==> config.mk <==
export PLATFORM = sky130hd
export DESIGN_NAME = paint_display_pipeline_flat
export DESIGN_NICKNAME = d
export VERILOG_FILES = /design/src/rtl/paint_display_pipeline_if.sv /design/src/rtl/paint_display_pipeline.sv /design/src/flat_wrapper.sv
export SDC_FILE = /design/constraint.sdc
export NUM_CORES = 1
export LEC_CHECK = 0
export ABC_AREA = 1
export CORE_MARGIN = 5
export CORE_UTILIZATION = 45
export CTS_BUF_LIST = sky130_fd_sc_hd__clkbuf_4 sky130_fd_sc_hd__clkbuf_8 sky130_fd_sc_hd__clkbuf_16
export DETAILED_ROUTE_END_ITERATION = 10
export GPL_TIMING_DRIVEN = 1
export PLACE_DENSITY = 0.81
export SLEW_MARGIN = 10
export SYNTH_ARGS = -nofsm -noshare
export SYNTH_HDL_FRONTEND = slang
export SYNTH_SLANG_ARGS = --single-unit
export TNS_END_PERCENT = 20
==> constraint.sdc <==
create_clock -name clk -period 1.7 [get_ports clk]
set_clock_uncertainty 0.05 [all_clocks]
set_input_delay 0.51 -clock clk [delete_from_list [all_inputs] [get_ports clk]]
set_output_delay 0.51 -clock clk [all_outputs]
set_load 0.05 [all_outputs]
==> src/rtl/paint_display_pipeline_if.sv <==
// Display bus for paint_display_pipeline: layer inputs, fetch address, VGA pins.
// master = the display pipeline, slave = canvas/cursor sources and the DAC side.
interface paint_display_pipeline_if #(
    parameter int WIDTH       = 640,
    parameter int HEIGHT      = 480,
    parameter int COLOR_WIDTH = 3
);
    localparam int XW = $clog2(WIDTH);
    localparam int YW = $clog2(HEIGHT);

    logic                   color_toggle;
    logic [COLOR_WIDTH-1:0] current_color;
    logic [7:0]             camera_r;
    logic [7:0]             camera_g;
    logic [7:0]             camera_b;
    logic [COLOR_WIDTH-1:0] cursor_color;
    logic                   cursor_visible;
    logic [COLOR_WIDTH-1:0] canvas1_color;
    logic                   canvas1_visible;
    logic [COLOR_WIDTH-1:0] canvas2_color;
    logic                   canvas2_visible;
    logic [COLOR_WIDTH-1:0] canvas3_color;
    logic                   canvas3_visible;
    logic [COLOR_WIDTH-1:0] canvas4_color;
    logic                   canvas4_visible;
    logic [XW-1:0]          request_x;
    logic [YW-1:0]          request_y;
    logic [7:0]             VGA_R;
    logic [7:0]             VGA_G;
    logic [7:0]             VGA_B;
    logic                   VGA_CLK;
    logic                   VGA_HS;
    logic                   VGA_VS;
    logic                   VGA_BLANK_n;
    logic                   VGA_SYNC_n;

    modport master (
        input  color_toggle, camera_r, camera_g, camera_b,
        input  cursor_color, cursor_visible,
        input  canvas1_color, canvas1_visible, canvas2_color, canvas2_visible,
        input  canvas3_color, canvas3_visible, canvas4_color, canvas4_visible,
        output current_color, request_x, request_y,
        output VGA_R, VGA_G, VGA_B, VGA_CLK, VGA_HS, VGA_VS,
        output VGA_BLANK_n, VGA_SYNC_n
    );

    modport slave (
        output color_toggle, camera_r, camera_g, camera_b,
        output cursor_color, cursor_visible,
        output canvas1_color, canvas1_visible, canvas2_color, canvas2_visible,
        output canvas3_color, canvas3_visible, canvas4_color, canvas4_visible,
        input  current_color, request_x, request_y,
        input  VGA_R, VGA_G, VGA_B, VGA_CLK, VGA_HS, VGA_VS,
        input  VGA_BLANK_n, VGA_SYNC_n
    );
endinterface

==> src/rtl/paint_display_pipeline.sv <==
// Paint system display back-end: brush colour selector, layer compositor
// and 640x480@60 VGA timing from a 50 MHz clock (pixel rate clk/2).
module paint_display_pipeline #(
    parameter int WIDTH       = 640,
    parameter int HEIGHT      = 480,
    parameter int COLOR_WIDTH = 3
) (
    input logic clk,
    input logic reset_n,
    paint_display_pipeline_if.master bus
);
    localparam int XW = $clog2(WIDTH);
    localparam int YW = $clog2(HEIGHT);
    localparam int HW = $clog2(WIDTH + 160);
    localparam int VW = $clog2(HEIGHT + 45);

    localparam logic [HW-1:0] H_ACT = HW'(WIDTH);
    localparam logic [HW-1:0] H_SYNC_BEG = HW'(WIDTH + 16);
    localparam logic [HW-1:0] H_SYNC_END = HW'(WIDTH + 111);
    localparam logic [HW-1:0] H_MAX = HW'(WIDTH + 159);
    localparam logic [VW-1:0] V_ACT = VW'(HEIGHT);
    localparam logic [VW-1:0] V_SYNC_BEG = VW'(HEIGHT + 10);
    localparam logic [VW-1:0] V_SYNC_END = VW'(HEIGHT + 11);
    localparam logic [VW-1:0] V_MAX = VW'(HEIGHT + 44);

    localparam logic [COLOR_WIDTH-1:0] COLOR_FIRST = COLOR_WIDTH'(1);
    localparam logic [COLOR_WIDTH-1:0] COLOR_LAST = COLOR_WIDTH'(7);

    logic [COLOR_WIDTH-1:0] color;
    logic                   toggle_prev;

    // Brush colour cycles 1..7 on each rising edge of the toggle level.
    always_ff @(posedge clk or negedge reset_n) begin
        if (!reset_n) begin
            color       <= COLOR_FIRST;
            toggle_prev <= 1'b0;
        end else begin
            toggle_prev <= bus.color_toggle;
            if (bus.color_toggle && !toggle_prev) begin
                color <= (color == COLOR_LAST) ? COLOR_FIRST
                                               : color + COLOR_WIDTH'(1);
            end
        end
    end

    assign bus.current_color = color;

    logic [COLOR_WIDTH-1:0] sel;
    logic [23:0]            pixel;

    always_comb begin
        sel = '0;
        if (bus.cursor_visible && bus.cursor_color != '0)
            sel = bus.cursor_color;
        else if (bus.canvas4_visible && bus.canvas4_color != '0)
            sel = bus.canvas4_color;
        else if (bus.canvas3_visible && bus.canvas3_color != '0)
            sel = bus.canvas3_color;
        else if (bus.canvas2_visible && bus.canvas2_color != '0)
            sel = bus.canvas2_color;
        else if (bus.canvas1_visible && bus.canvas1_color != '0)
            sel = bus.canvas1_color;
    end

    // Index 0 (no layer won) falls through to the camera background.
    always_comb begin
        pixel = {bus.camera_r, bus.camera_g, bus.camera_b};
        case (int'(sel))
            1:       pixel = 24'h000000;
            2:       pixel = 24'hFFFFFF;
            3:       pixel = 24'hFF0000;
            4:       pixel = 24'h00FF00;
            5:       pixel = 24'h0000FF;
            6:       pixel = 24'hFFFF00;
            7:       pixel = 24'hFF00FF;
            default: pixel = {bus.camera_r, bus.camera_g, bus.camera_b};
        endcase
    end

    logic          pix_en;
    logic [HW-1:0] hcount;
    logic [VW-1:0] vcount;
    logic          active;
    logic          hs;
    logic          vs;
    logic [23:0]   rgb_q;
    logic          hs_q;
    logic          vs_q;
    logic          blank_q;

    assign active = (hcount < H_ACT) && (vcount < V_ACT);
    assign hs = !((hcount >= H_SYNC_BEG) && (hcount <= H_SYNC_END));
    assign vs = !((vcount >= V_SYNC_BEG) && (vcount <= V_SYNC_END));

    always_ff @(posedge clk or negedge reset_n) begin
        if (!reset_n) begin
            pix_en  <= 1'b0;
            hcount  <= '0;
            vcount  <= '0;
            rgb_q   <= '0;
            hs_q    <= 1'b1;
            vs_q    <= 1'b1;
            blank_q <= 1'b0;
        end else begin
            pix_en <= !pix_en;
            if (pix_en) begin
                if (hcount == H_MAX) begin
                    hcount <= '0;
                    vcount <= (vcount == V_MAX) ? '0 : vcount + 1'b1;
                end else begin
                    hcount <= hcount + 1'b1;
                end
                rgb_q   <= active ? pixel : 24'h000000;
                hs_q    <= hs;
                vs_q    <= vs;
                blank_q <= active;
            end
        end
    end

    // Fetch address is clamped outside the active window.
    assign bus.request_x = active ? hcount[XW-1:0] : '0;
    assign bus.request_y = active ? vcount[YW-1:0] : '0;

    assign bus.VGA_R       = rgb_q[23:16];
    assign bus.VGA_G       = rgb_q[15:8];
    assign bus.VGA_B       = rgb_q[7:0];
    assign bus.VGA_CLK     = pix_en;
    assign bus.VGA_HS      = hs_q;
    assign bus.VGA_VS      = vs_q;
    assign bus.VGA_BLANK_n = blank_q;
    assign bus.VGA_SYNC_n  = 1'b0;
endmodule

==> src/flat_wrapper.sv <==
// flat-port wrapper written by rule: the top's interface ports become plain ports
module paint_display_pipeline_flat 
#(
    parameter int WIDTH       = 640,
    parameter int HEIGHT      = 480,
    parameter int COLOR_WIDTH = 3
)
  (clk, reset_n, bus_color_toggle, bus_camera_r, bus_camera_g, bus_camera_b, bus_cursor_color, bus_cursor_visible, bus_canvas1_color, bus_canvas1_visible, bus_canvas2_color, bus_canvas2_visible, bus_canvas3_color, bus_canvas3_visible, bus_canvas4_color, bus_canvas4_visible, bus_current_color, bus_request_x, bus_request_y, bus_VGA_R, bus_VGA_G, bus_VGA_B, bus_VGA_CLK, bus_VGA_HS, bus_VGA_VS, bus_VGA_BLANK_n, bus_VGA_SYNC_n);
  paint_display_pipeline_if #(.WIDTH(WIDTH), .HEIGHT(HEIGHT), .COLOR_WIDTH(COLOR_WIDTH)) bus_i ();
  input logic clk;
  input logic reset_n;
  input wire logic [$bits(bus_i.color_toggle)-1:0] bus_color_toggle;
  input wire logic [$bits(bus_i.camera_r)-1:0] bus_camera_r;
  input wire logic [$bits(bus_i.camera_g)-1:0] bus_camera_g;
  input wire logic [$bits(bus_i.camera_b)-1:0] bus_camera_b;
  input wire logic [$bits(bus_i.cursor_color)-1:0] bus_cursor_color;
  input wire logic [$bits(bus_i.cursor_visible)-1:0] bus_cursor_visible;
  input wire logic [$bits(bus_i.canvas1_color)-1:0] bus_canvas1_color;
  input wire logic [$bits(bus_i.canvas1_visible)-1:0] bus_canvas1_visible;
  input wire logic [$bits(bus_i.canvas2_color)-1:0] bus_canvas2_color;
  input wire logic [$bits(bus_i.canvas2_visible)-1:0] bus_canvas2_visible;
  input wire logic [$bits(bus_i.canvas3_color)-1:0] bus_canvas3_color;
  input wire logic [$bits(bus_i.canvas3_visible)-1:0] bus_canvas3_visible;
  input wire logic [$bits(bus_i.canvas4_color)-1:0] bus_canvas4_color;
  input wire logic [$bits(bus_i.canvas4_visible)-1:0] bus_canvas4_visible;
  output wire logic [$bits(bus_i.current_color)-1:0] bus_current_color;
  output wire logic [$bits(bus_i.request_x)-1:0] bus_request_x;
  output wire logic [$bits(bus_i.request_y)-1:0] bus_request_y;
  output wire logic [$bits(bus_i.VGA_R)-1:0] bus_VGA_R;
  output wire logic [$bits(bus_i.VGA_G)-1:0] bus_VGA_G;
  output wire logic [$bits(bus_i.VGA_B)-1:0] bus_VGA_B;
  output wire logic [$bits(bus_i.VGA_CLK)-1:0] bus_VGA_CLK;
  output wire logic [$bits(bus_i.VGA_HS)-1:0] bus_VGA_HS;
  output wire logic [$bits(bus_i.VGA_VS)-1:0] bus_VGA_VS;
  output wire logic [$bits(bus_i.VGA_BLANK_n)-1:0] bus_VGA_BLANK_n;
  output wire logic [$bits(bus_i.VGA_SYNC_n)-1:0] bus_VGA_SYNC_n;
  assign bus_i.color_toggle = bus_color_toggle;
  assign bus_i.camera_r = bus_camera_r;
  assign bus_i.camera_g = bus_camera_g;
  assign bus_i.camera_b = bus_camera_b;
  assign bus_i.cursor_color = bus_cursor_color;
  assign bus_i.cursor_visible = bus_cursor_visible;
  assign bus_i.canvas1_color = bus_canvas1_color;
  assign bus_i.canvas1_visible = bus_canvas1_visible;
  assign bus_i.canvas2_color = bus_canvas2_color;
  assign bus_i.canvas2_visible = bus_canvas2_visible;
  assign bus_i.canvas3_color = bus_canvas3_color;
  assign bus_i.canvas3_visible = bus_canvas3_visible;
  assign bus_i.canvas4_color = bus_canvas4_color;
  assign bus_i.canvas4_visible = bus_canvas4_visible;
  assign bus_current_color = bus_i.current_color;
  assign bus_request_x = bus_i.request_x;
  assign bus_request_y = bus_i.request_y;
  assign bus_VGA_R = bus_i.VGA_R;
  assign bus_VGA_G = bus_i.VGA_G;
  assign bus_VGA_B = bus_i.VGA_B;
  assign bus_VGA_CLK = bus_i.VGA_CLK;
  assign bus_VGA_HS = bus_i.VGA_HS;
  assign bus_VGA_VS = bus_i.VGA_VS;
  assign bus_VGA_BLANK_n = bus_i.VGA_BLANK_n;
  assign bus_VGA_SYNC_n = bus_i.VGA_SYNC_n;
  paint_display_pipeline #(.WIDTH(WIDTH), .HEIGHT(HEIGHT), .COLOR_WIDTH(COLOR_WIDTH)) u_core (.clk(clk), .reset_n(reset_n), .bus(bus_i));
endmodule
Word-level counts from Yosys, hierarchy flattened
Index checks and enable logic that the tools add are counted.
{ "op_classes": {"add_sub_neg": 3, "magnitude_cmp": 6, "eq_ne": 10, "muxes": 12, "reduce_logical": 19} }
{ "op_table": {"columns": ["op", "n"], "rows": [
  ["24-bit case mux with 7 select lines", 1],
  ["10-bit two-way mux", 3],
  ["24-bit two-way mux", 1],
  ["10-bit by 1-bit adder with 10-bit output (second input constant)", 2],
  ["10-bit == test (second input constant)", 2],
  ["3-bit two-way mux", 6],
  ["3-bit == test (second input constant)", 5],
  ["3-bit nonzero test", 5],
  ["10-bit greater-or-equal comparator (second input constant)", 1],
  ["10-bit by 9-bit greater-or-equal comparator with 1-bit output (second input constant)", 1],
  ["10-bit <= comparator (second input constant)", 1],
  ["10-bit by 9-bit <= comparator with 1-bit output (second input constant)", 1],
  ["10-bit < comparator (second input constant)", 1],
  ["10-bit by 9-bit < comparator with 1-bit output (second input constant)", 1],
  ["1-bit logical AND", 9],
  ["9-bit two-way mux", 1],
  ["3-bit by 2-bit == test with 1-bit output (second input constant)", 2],
  ["1-bit logical NOT", 4],
  ["3-bit by 1-bit adder with 3-bit output (second input constant)", 1],
  ["3-bit by 1-bit == test with 1-bit output (second input constant)", 1],
  ["2-bit AND reduction", 1]
]} }
{ "word_totals": {"regBits": 52, "word_cells": 59} }

Depth between registers and ports, before layout
Gate-level depths: netlist of run 1.
{ "logic_depth": {"depth_word": 10, "mapped_depth": 13, "ltp_nobuf": 13} }

Worst setup path after synthesis of run 1
No wires, ideal clock.
{ "synth_timing": {"path_type": "flip-flop to output port", "start": "register u_core.vcount[8]", "end": "output bus_request_x[0]", "arrival_ps": 1582, "t_required_ps": 1140, "setup_slack_ps": -442, "stages_incl_launch_ff": 7, "cell_sequence": "dfrtp_1 > inv_2 > nor3_2 > nand2_2 > nand4_4 > buf_2 > nor2_1"} }
{ "synth_via": {"elab_chain_cells": 3} }
{ "synth_lines": {"columns": ["item", "line_no", "rtl"], "rows": [
  ["start: declaration", "paint_display_pipeline.sv:82", "logic [VW-1:0] vcount;"],
  ["start signal: assignment", "paint_display_pipeline.sv:109", "vcount <= (vcount == V_MAX) ? '0 : vcount + 1'b1;"],
  ["10-bit by 9-bit < comparator with 1-bit output", "paint_display_pipeline.sv:91", "assign active = (hcount < H_ACT) && (vcount < V_ACT);"],
  ["1-bit logical AND", "paint_display_pipeline.sv:91", null],
  ["10-bit two-way mux", "paint_display_pipeline.sv:122", "assign bus.request_x = active ? hcount[XW-1:0] : '0;"],
  ["end: declaration", "flat_wrapper.sv:27", "output wire logic [$bits(bus_i.request_x)-1:0] bus_request_x;"]
]} }
Every way passes these cells.

Worst setup path after layout of run 1
{ "layout_timing": {"start": "register u_core.vcount[8]", "end": "output bus_request_y[6]"} }
{ "layout_via": {"elab_chain_cells": 3} }
{ "layout_lines": {"columns": ["item", "line_no", "rtl"], "rows": [
  ["10-bit by 9-bit < comparator with 1-bit output", "paint_display_pipeline.sv:91", null],
  ["1-bit logical AND", "paint_display_pipeline.sv:91", null],
  ["9-bit two-way mux", "paint_display_pipeline.sv:123", "assign bus.request_y = active ? vcount[YW-1:0] : '0;"],
  ["end: declaration", "flat_wrapper.sv:28", "output wire logic [$bits(bus_i.request_y)-1:0] bus_request_y;"]
]} }
Every way passes these cells.

==> impl_metrics.ini, run 1 <==
[clock_network]
cts_tree = built
cts_sinks = 52
htree_num_levels = 2
cts_root_buf = clkbuf_8
clk_pin_slew_ns = 0.10
cts_made_buffers = 5
clk_path_buf_depth = 2
hold_buffers = 0
clock_latency_ns = 0.31

[synthesis]
async_reset_ff_frac = 1.00
syn-num-nets = 459
synthTopCellsByArea = dfrtp_1 (39%), nand2_1 (12%), inv_1 (7.6%)
ys.flop_type = dfrtp_1
synth_top_area_frac = 0.390
synth_most_common_cell = nand2_1
yosysWarnings = 0
ys_types = 41
synth_commonest_cells = nand2_1 (104), inv_1 (64), dfrtp_1 (49)
syn_area_sq_um = 3140
yosys.area.top_type = dfrtp_1
postSynthAreaPerCell_sq_um = 7.76
synth_edf_count = 0
ys_ff_latch = 52
syn_inst = 405
synth_seq_area_share = 0.415

[worst_setup_path]
reg2reg_setup_slack_ns = 0.01
end_kind = output port
slowest_delay_ns = 0.38
r2r.worst_path.cells = 9
required_ns = 1.14
cp_common_cell = buf_12
r2r-end = u_core.vcount[9]$_DFFE_PN0P_
critPathMaxFanout = 13
cp_cell_sequence = inv_2, nor3_4, nand2_2, nand4_4, buf_12, nor2_2, buf_12
path_class = register to output port
critPathSlowestCell = dfrtp_1
critPathArrivalTime_ns = 1.56
reg2reg_from = u_core.hcount[6]$_DFFE_PN0P_
cp-start-kind = register

[die]
num_io_pins = 98
die-width_microns = 93.6
die_h_microns = 93.6
start_util = 0.463
fp.dieArea_sq_um = 8760
std_cell_rows = 30
core_area_sq_um = 6790

[cells_and_area]
fillers = 440
fin_nets = 588
area_growth_pct = 67.6
seqCellArea_sq_um = 1310
layout-drive-gt1-share = 0.316
post-route-util = 0.776
multiInputGateArea_sq_um = 1660
n_antenna_cell = 0

[global_route]
grt_pass1_wl_mm = 15.4
gr-total-overflow = 0
grt_start_max_net_pins = 27
use_met3 = 0.0491
track_usage = 0.215
gr-usage-met2 = 0.381
antenna_found_initial = 0
use_met1 = 0.259
top_usage_layer = met2
grt_pass1_vias = 3280

[routing]
drc = 0
drt-vias-per-instance = 4.92
routedWlPerCell_microns = 14.1
drtAntennaViolNets = 0
drt-total-wl_mm = 8.89
first_pass_iters = 4
vias = 3104
first_iter_violations = 122

[sta]
max_freq_mhz = 472
min_period_ns = 2.12
post-route-period-util = 1.25
final-max-slew-violation-count = 0
grt_setup_unrepaired = yes
fin_ws_ns = -0.419
holdWs_ns = 0.0141
setup_viol = 43
fin_setup_tns_ns = -9.60
hold_violations = 0

[placed_design]
dp_hpwl_mm = 7.13
routabilityCongestion = 0.862
post-place-ws_ns = -0.534
io_buffers = 96

[outcome]
status = finished, violations left
failed_checks = setup timing

[job]
drv_cap = 0

[power_and_ir_drop]
cellPowerDensity_nw_per_um2 = 732
peakVddDrop_v = 0.000539
p_leak_uw = 0.00247

[worst_hold_path]
holdCritPathClass = input pin to async pin
==> metal layers <==
layer	vias to the layer above	routed length, microns
li1	1540	-
met1	1425	3560
met2	119	4620
met3	20	514
met4	0	197
met5	-	0
==> repair_timing <==
action / CTS / global route
pin swaps: 4 / 1
resized for setup: 27 / 6
gates cloned: 0 / 0
buffers inserted: 2 / 0
endpoints found under the setup margin: 43 / 53
==> state kept, by name, indices dropped and copies added, names as in the netlist <==
| signal | count |
|---|---|
| u_core.rgb_q | 24 |
| u_core.hcount | 10 |
| u_core.vcount | 10 |
| u_core.bus.current_color | 3 |
| u_core.bus.VGA_BLANK_n | 1 |
| u_core.bus.VGA_CLK | 1 |
| u_core.bus.VGA_HS | 1 |
| u_core.bus.VGA_VS | 1 |
| u_core.toggle_prev | 1 |
==> worst max path at each step <==
stage	from	to	slack, ns	depth (start not counted)
after floorplan	u_core.vcount[8]$_DFFE_PN0P_	bus_request_x[0]	-0.18	6
final	u_core.vcount[8]$_DFFE_PN0P_	bus_request_y[6]	-0.42	7
after global placement	bus_cursor_color[0]	u_core.rgb_q[1]$_DFFE_PN0P_	-0.43	10
after CTS	u_core.vcount[9]$_DFFE_PN0P_	bus_request_y[6]	-0.41	6
after detailed placement	bus_canvas3_color[2]	u_core.rgb_q[6]$_DFFE_PN0P_	-0.53	12
after global routing	u_core.vcount[8]$_DFFE_PN0P_	bus_request_y[5]	-0.49	9
==> where the power goes <==
group	internal, uW	switching (uW)	total, uW
clock network	444	438	882
registers	1360	151	1510
logic	702	761	1460
total	2510	1350	3860
==> kinds of logic (layout without fill, tap and decap cells) <==
| group | count (synthesis) | after routing | synth area share |
|---|---|---|---|
| simple gates | 228 | 228 | 0.372 |
| flops | 52 | 52 | 0.415 |
| other cells | 1 | 1 | 0.00119 |
| xor+xnor | 4 | 4 | 0.0111 |
| buf+inv | 80 | 210 | 0.107 |
| fa+ha+maj | 7 | 7 | 0.0279 |
| compound gates | 32 | 32 | 0.0625 |
| mux | 1 | 1 | 0.00358 |
==> final cells by class <==
cell class,count,area share
repair buffers,132,0.340
multi-input cells,273,0.316
flip-flops and latches,52,0.248
inverters,70,0.0518
well taps,96,0.0228
clock buffers,5,0.0131
clock inverters,3,0.00879
==> stage by stage <==
stage                     total power, uW  cells  area, sq um
after floorplan                      2170    405         3250
after global placement               2960    621         5080
after detailed placement             3010    621         5080
after CTS                            3880    631         5240
after global routing                 4020    631         5270
final                                3860    631         5270
==> cells in the final DEF (no fill, tap or decap), types with 3 or more instances in the layout <==
| master | Yosys | final |
|---|---|---|
| o21ai_0 | 9 | 9 |
| dfrtp_1 | 49 | 47 |
| nor3_2 | 6 | 4 |
| buf_12 | 0 | 56 |
| nor3_1 | 5 | 5 |
| nor2_1 | 37 | 18 |
| dlygate4sd2_1 | 0 | 10 |
| nand2_2 | 6 | 10 |
| inv_1 | 64 | 60 |
| nand2_4 | 6 | 7 |
| nand4_1 | 21 | 21 |
| nor2_4 | 2 | 17 |
| ha_1 | 7 | 7 |
| buf_4 | 3 | 30 |
| a21oi_1 | 8 | 8 |
| nand2_1 | 104 | 99 |
| nand3_1 | 25 | 25 |
| o21ai_1 | 8 | 8 |
| clkdlybuf4s50_1 | 0 | 35 |
| nand3b_1 | 3 | 3 |
| dfstp_2 | 3 | 3 |
| inv_2 | 3 | 6 |
| nor2_2 | 4 | 8 |
| xor2_1 | 4 | 4 |
| clkbuf_8 | 0 | 5 |
==> critical path: cells and delay by family (launching register included) <==
family | cells | cell delay [ns]
buf+inv | 3 | 0.41
simple gates | 4 | 0.47
flops | 1 | 0.38
No activity file was read; power rests on OpenSTA's default activity.
==> run 2: changes to the inputs <==
Settings changed: ABC_CLOCK_PERIOD_IN_PS set to 1700, CORE_MARGIN 5 to 2.
==> impl_metrics.ini, run 2 (synthesis gave the netlist of run 1 again) <==
[outcome]
status = finished, violations left
failed_checks = setup timing

[cells_and_area]
largest_reg_flops = 24
final_common_cell = nand2_1
seqCellArea_sq_um = 1310
area_growth_pct = 70.9
regMostFlops = u_core.rgb_q
multiInputGateArea_sq_um = 1680
fin_nets = 600
layout-drive-gt1-share = 0.333
final_cell_mix = nand2_1 (99), inv_1 (59), buf_12 (54)
fillers = 419
n_antenna_cell = 0
reg_top3 = u_core.rgb_q x24, u_core.hcount x10, u_core.vcount x10

[power_and_ir_drop]
p_sw_frac = 0.367
comb_power_share = 0.394
power_frac_clock = 0.204
p_leak_uw = 0.00248
cellPowerDensity_nw_per_um2 = 699
seqPwrFrac = 0.402
p_int_uw = 2370
peakVddDrop_v = 0.000644
power.switching_uw = 1380

[clock_network]
clock_latency_ns = 0.31
hold_buffers = 0
clk_path_buf_depth = 2
clk_pin_slew_ns = 0.11
cts_made_buffers = 5
htree_num_levels = 2
cts_tree = built
cts_sinks = 52
cts_root_buf = clkbuf_8

[global_route]
gr-total-overflow = 0
grt_start_max_net_pins = 53
grt_pass1_wl_mm = 15.0
track_usage = 0.251
antenna_found_initial = 0
grt_pass1_vias = 3264

[worst_setup_path]
cp_cell_sequence = inv_2, nor3_4, nand2_2, nand4_4, buf_12, buf_6, nor2_4, buf_12
crit_family = buffers and inverters
critPathArrivalTime_ns = 1.64
reg2reg_from = u_core.hcount[6]$_DFFE_PN0P_
cp-startpoint = u_core.vcount[8]$_DFFE_PN0P_
critPathSlowestCell = dfrtp_1
slowest_delay_ns = 0.41
path_class = register to output port
cp-start-kind = register
end_kind = output port
required_ns = 1.14
critPathBufInv = 4
critPathMaxFanout = 4
cp_common_cell = buf_12

[sta]
hold_violations = 0
grt_setup_unrepaired = yes
post-route-period-util = 1.30
max_freq_mhz = 454
fin_setup_tns_ns = -11.31
min_period_ns = 2.20
fin_ws_ns = -0.502
setup_viol = 44
final-max-slew-violation-count = 0

[die]
die_h_microns = 87.6
start_util = 0.463
num_io_pins = 98
core_area_sq_um = 6790
die-width_microns = 87.6
std_cell_rows = 30
fp.dieArea_sq_um = 7670

[placed_design]
dp_hpwl_mm = 6.73
routabilityCongestion = 0.849
post-place-ws_ns = -0.511
io_buffers = 96

[routing]
routedWlPerCell_microns = 14.1
drt-vias-per-instance = 5.01
vias = 3223
first_iter_violations = 181
first_pass_iters = 6
drt-total-wl_mm = 9.04
drtAntennaViolNets = 0
drc = 0

[worst_hold_path]
holdCritPathClass = input pin to async pin

[job]
drv_cap = 0
==> run 2: cell count changes in the layout (fill, tap and decap cells not counted), moves of 2 or more <==
cell,change
buf_4,+8
clkdlybuf4s50_1,+7
dlygate4sd2_1,-7
buf_6,+5
nor2_2,-4
nor2_4,+4
buf_12,-2
==> run 2: power by group through the flow <==
stage / logic, uW / registers (uW) / clock network, uW
5_1_grt: 1560 / 1520 / 831
3_5_place_dp: 1470 / 1530 / 0
4_1_cts: 1480 / 1510 / 762
3_3_place_gp: 1440 / 1520 / 0
2_1_floorplan: 304 / 1860 / 0
6_report: 1480 / 1510 / 765
==> run 2: layout make-up <==
cell class,count,area share
Clock buffer,5,0.0128
Clock inverter,3,0.00466
Inverter,70,0.0503
Multi-Input combinational cell,273,0.312
Sequential cell,52,0.243
Tap cell,96,0.0224
Timing Repair Buffer,144,0.354
==> run 2: final timing paths <==
check                                                           to  slack, ns  cells after the start
max in group asynchronous  u_core.bus.current_color[0]$_DFFE_PN1P_       1.18                      2
min                                   u_core.hcount[3]$_DFFE_PN0P_       0.12                      2
max                                               bus_request_y[6]      -0.50                      8
max reg2reg                           u_core.vcount[9]$_DFFE_PN0P_          0                      8
min in group clk                     u_core.bus.VGA_VS$_DFFE_PN1P_       0.50                      1
min reg2reg                          u_core.bus.VGA_VS$_DFFE_PN1P_       0.50                      1
==> run 2: worst reg2reg max path, delay by kind of cell (launching register included) <==
kind | cells | cell delay (ns)
flops | 1 | 0.45
simple gates | 8 | 1.10
==> run 2: routing by layer <==
layer	vias up	part of all wire	track usage
li1	1566	-	-
met1	1538	0.38	0.288
met2	98	0.55	0.475
met3	21	0.044	0.0462
met4	0	0.027	0.0685
met5	-	0	0
==> run 2: through the flow <==
step / util / hold slack [ns] / total power, uW / std cells / area, sq um
3_5_place_dp: 0.750 / 0.461 / 3000 / 628 / 5090
2_1_floorplan: - / 0.164 / 2170 / 405 / 3250
4_1_cts: 0.785 / 0.134 / 3760 / 641 / 5340
5_1_grt: 0.790 / 0.142 / 3920 / 643 / 5370
3_3_place_gp: 0.750 / 0.439 / 2960 / 628 / 5090
6_report: 0.790 / 0.120 / 3750 / 643 / 5370
==> run 2: repair_timing <==
| action | CTS | global route |
|---|---|---|
| endpoints found under the hold margin | 0 | 0 |
| resized for setup | 24 | 10 |
| buffers inserted | 4 | 2 |
| gates cloned | 1 | 0 |
| setup endpoints to repair | 44 | 50 |
| pin swaps | 6 | 4 |
==> run 3: changes to the inputs <==
Settings changed: CTS_CLUSTER_DIAMETER set to 50.
==> results of run 3 <==
Final layout, timing and power as in run 2 (identical DEF).
